<file path="src/rtl/multiplicador_secuencial_param.sv">
// Sequential shift-add multiplier for WIDTH-bit operands with a signed/unsigned mode.
// Works on operand magnitudes, stops once the remaining multiplier bits are zero, and fixes the sign at the end.
module multiplicador_secuencial_param #(
  parameter int WIDTH = 8
) (
  input  logic               Clock,
  input  logic               Reset,
  input  logic               Start,
  input  logic               Signed,
  input  logic [WIDTH-1:0]   Multiplicando,
  input  logic [WIDTH-1:0]   Multiplicador,
  output logic [2*WIDTH-1:0] Producto,
  output logic               Ready,
  output logic               Done
);

  typedef enum logic [1:0] {IDLE, RUN, FIX} state_t;

  state_t             state_q;
  logic [2*WIDTH-1:0] m_q;
  logic [2*WIDTH-1:0] p_q;
  logic [WIDTH-1:0]   q_q;
  logic               neg_q;
  logic [2*WIDTH-1:0] producto_q;
  logic               done_q;

  logic [WIDTH-1:0]   mcandMag;
  logic [WIDTH-1:0]   mplierMag;
  logic [2*WIDTH-1:0] p_d;
  logic [2*WIDTH-1:0] m_d;
  logic [WIDTH-1:0]   q_d;

  // The most-negative operand negates to itself, which reads correctly as an unsigned magnitude.
  assign mcandMag  = (Signed && Multiplicando[WIDTH-1]) ? -Multiplicando : Multiplicando;
  assign mplierMag = (Signed && Multiplicador[WIDTH-1]) ? -Multiplicador : Multiplicador;

  assign p_d = q_q[0] ? (p_q + m_q) : p_q;
  assign m_d = m_q << 1;
  assign q_d = q_q >> 1;

  always_ff @(posedge Clock) begin
    if (Reset) begin
      state_q    <= IDLE;
      m_q        <= '0;
      p_q        <= '0;
      q_q        <= '0;
      neg_q      <= 1'b0;
      producto_q <= '0;
      done_q     <= 1'b0;
    end else begin
      done_q <= 1'b0;
      case (state_q)
        IDLE: begin
          if (Start) begin
            m_q     <= {{WIDTH{1'b0}}, mcandMag};
            q_q     <= mplierMag;
            neg_q   <= Signed & (Multiplicando[WIDTH-1] ^ Multiplicador[WIDTH-1]);
            p_q     <= '0;
            state_q <= RUN;
          end
        end
        RUN: begin
          p_q <= p_d;
          m_q <= m_d;
          q_q <= q_d;
          // Leaving as soon as no set multiplier bits remain gives the early termination.
          if (q_d == '0) begin
            state_q <= FIX;
          end
        end
        FIX: begin
          producto_q <= neg_q ? -p_q : p_q;
          done_q     <= 1'b1;
          state_q    <= IDLE;
        end
        default: begin
          state_q <= IDLE;
        end
      endcase
    end
  end

  assign Producto = producto_q;
  assign Done     = done_q;
  assign Ready    = (state_q == IDLE);

endmodule
</file>
<file path="config.mk">
export PLATFORM = sky130hd
export DESIGN_NAME = multiplicador_secuencial_param
export DESIGN_NICKNAME = d
export VERILOG_FILES = /design/src/rtl/multiplicador_secuencial_param.sv
export SDC_FILE = /design/constraint.sdc
export NUM_CORES = 1
export LEC_CHECK = 0
export ABC_AREA = 1
export BUFFER_PORTS_ARGS = -buffer_cell sky130_fd_sc_hd__buf_2
export CAP_MARGIN = 25
export CORE_UTILIZATION = 35
export DETAILED_ROUTE_END_ITERATION = 12
export PLACE_DENSITY_LB_ADDON = 0.12
export SKIP_LAST_GASP = 1
export SLEW_MARGIN = 40
export SYNTH_ARGS = -nofsm -noshare
export SYNTH_HDL_FRONTEND = slang
export SYNTH_SLANG_ARGS = --single-unit
export TNS_END_PERCENT = 20
</file>
<file path="constraint.sdc">
create_clock -name Clock -period 3.1 [get_ports Clock]
set_input_delay 0 -clock Clock [delete_from_list [all_inputs] [get_ports Clock]]
set_output_delay 0 -clock Clock [all_outputs]
set_load 0.01 [all_outputs]
</file>
==> out/metrics.csv <==
metric,value,unit
Fin. Hold Viols,0,
unrepaired setup endpoints after global routing,no,
Antenna diodes,0,
Crit path required time,3.32,ns
WL/cell,12.7,um
register area share after synthesis,31.4,%
Total Routing Usage GR,18.8,%
Leak,2.17,nW
dominant synthesized flop cell,dfxtp_1,
max-cap violations,0,
Tcrit/Tclk final,62.4,%
minimum clock period,1.93,ns
hpwl dp,7410,um
crit-path cells,"ha_1, inv_1, fa_1, inv_1, nand3_1, nand3_1, a21oi_1, or2_2, nand3_1, a21oi_1",
Fmax,517,MHz
Layout Cell Area excl Fill,4410,um^2
Post-Route Setup TNS,0,ns
Synth Cell Area,3830,um^2
initial core utilization,36.6,%
worst slew pin tran,0.614,ns
Root Driver,clkbuf_8,
Die Width,107,um
Slowest cell on crit path,dfxtp_1,
DIE AREA,11400,um^2
Clock transition at path regs,0.08,ns
status,completed,
Core Box Area,10500,um^2
average via count per standard cell,4.85,
Nets,683,
Area after DPL,4110,um^2
"commonest non-fill, non-tap cell in the layout",nand2_1,
dpl cells,759,
Worst slew margin,59.0,%
post-layout util,42.1,%
Cell Rows,37,
endpoints failing setup,0,
vias in the first global route,3677,
CTS buffer count,9,
post-route ant nets,0,
CTS Buffer Depth,2,
I/O pins,38,
CTS tree,done,
Slew Limit Fails,0,
crit-path max FO,4,
Setup CP Type,reg -> reg,
drt first pass iters,4,
first-pass GRT wire length,17000,um
Ys Warns,0,
pin count of the biggest net entering global routing,33,
most frequent cells in the layout,"nand2_1, inv_1, dfxtp_1, nor2_1, nand3_1",
max incr delay on CP,0.37,ns
Tot Pwr,1.94,mW
CP most frequent cell,nand3_1,
routability cong.,0.840,
Unique masters post-synth,38,
"flops & latches, synth",60,
initial DRC count,169,
PortBufs,37,
Worst setup SP type,register,
"EDFF count, synth",0,
Synth Area per Inst,6.36,um^2
Routed WL,9940,um
post-synthesis cell count,602,
worst vdd ir,189,uV
Sink Count,60,
Clock Skew,0.0109,ns
H-Tree Depth,3,
antenna violations before repair,0,
Die Y,107,um
fraction of layout cells with a size suffix above 1,11.4,%
Filler cells,1165,
post-route DRC violation count,0,
pwr dens,439,nW/um^2
"FFs w/ async S/R, synth",0,%
total number of vias,3805,
Worst-Skew Late Latency,0.35,ns
cts repair resizes,0,
P&R area growth vs syn,15.1,%
Hold WC Path Type,in -> reg,
fin cells,785,
"Arr. time, crit path",2.15,ns
syn_nets,641,
Crit. End Element,register,
grt ovf,0,
## registers in the layout, summed over array words and instances, names as in the netlist
| name | flops |
|---|---|
| state_q | 2 |
| q_q | 8 |
| m_q | 16 |
| Producto | 16 |
| Done | 1 |
| neg_q | 1 |
| p_q | 16 |
## final timing paths
kind / from / depth (start not counted) / end / slack (ns)
worst max-delay path: m_q[0] / 10 / p_q[8] / 1.17
worst min-delay path: Multiplicador[4] / 4 / q_q[4] / 0.009
worst max register to register: m_q[0] / 10 / p_q[8] / 1.17
worst min register to register: p_q[0] / 2 / p_q[0] / 0.49
## synthesized netlist by cell type (all sizes together) (4+ instances only)
library cell | n | area [um^2]
a21oi | 45 | 225
a22oi | 10 | 75.1
a31oi | 8 | 50.1
buf | 10 | 66.3
clkbuf | 7 | 26.3
dfxtp | 60 | 1200
ha | 18 | 225
inv | 88 | 330
nand2 | 176 | 673
nand3 | 50 | 255
nand4 | 4 | 25.0
nor2 | 58 | 220
nor3 | 5 | 25.0
o21ai | 28 | 148
or2 | 5 | 31.3
xor2 | 9 | 78.8
## what timing repair did
action	4_1_cts	5_1_grt
setup endpoints to repair	0	0
hold buffers	10	0
hold endpoints to repair	9	0
buffers inserted	0	0
## power breakdown
group          internal, mW  switching (mW)
Sequential            0.816          0.0407
Combinational         0.121           0.234
Clock                 0.375           0.350
## worst max-delay path, delay by kind of cell (launching register included)
| family | cells | cell delay (ns) |
|---|---|---|
| compound gates | 2 | 0.16 |
| flops | 1 | 0.37 |
| buf+inv | 2 | 0.18 |
| simple gates | 4 | 0.56 |
| fa+ha+maj | 2 | 0.53 |
## metrics by stage
stage | hold slack [ns] | setup WS [ns]
4_1_cts | 0.00508 | 1.17
6_report | 0.00894 | 1.17
3_5_place_dp | 0.292 | 1.18
2_1_floorplan | 0.148 | 1.37
5_1_grt | 0.0479 | 0.956
3_3_place_gp | 0.287 | 1.24
## layout make-up
cell class	instances	area [um^2]	share of cell area [%]
multi-input cells	437	2210	50.2
flip-flops and latches	60	1200	27.3
inverters	88	330	7.50
repair buffers	48	293	6.65
well taps	136	170	3.86
clock buffers	9	124	2.81
clock inverters	7	76.3	1.73
## logic make-up after synthesis
family                     share of synthesized area, %
xor gates and xnor gates                           2.52
DFF                                                31.4
and+or+nand+nor                                    33.1
adders and majority gates                          6.41
AOI/OAI and AO/OA                                  15.6
buffers and inverters                              11.0
## per-layer routing
layer	track usage, %	routed length (um)	up-vias
li1	-	-	2034
met1	23.3	4840	1702
met2	32.6	4710	51
met3	2.25	185	18
met4	8.22	210	0
met5	0	0	-
(Power assumes the default switching activity.)
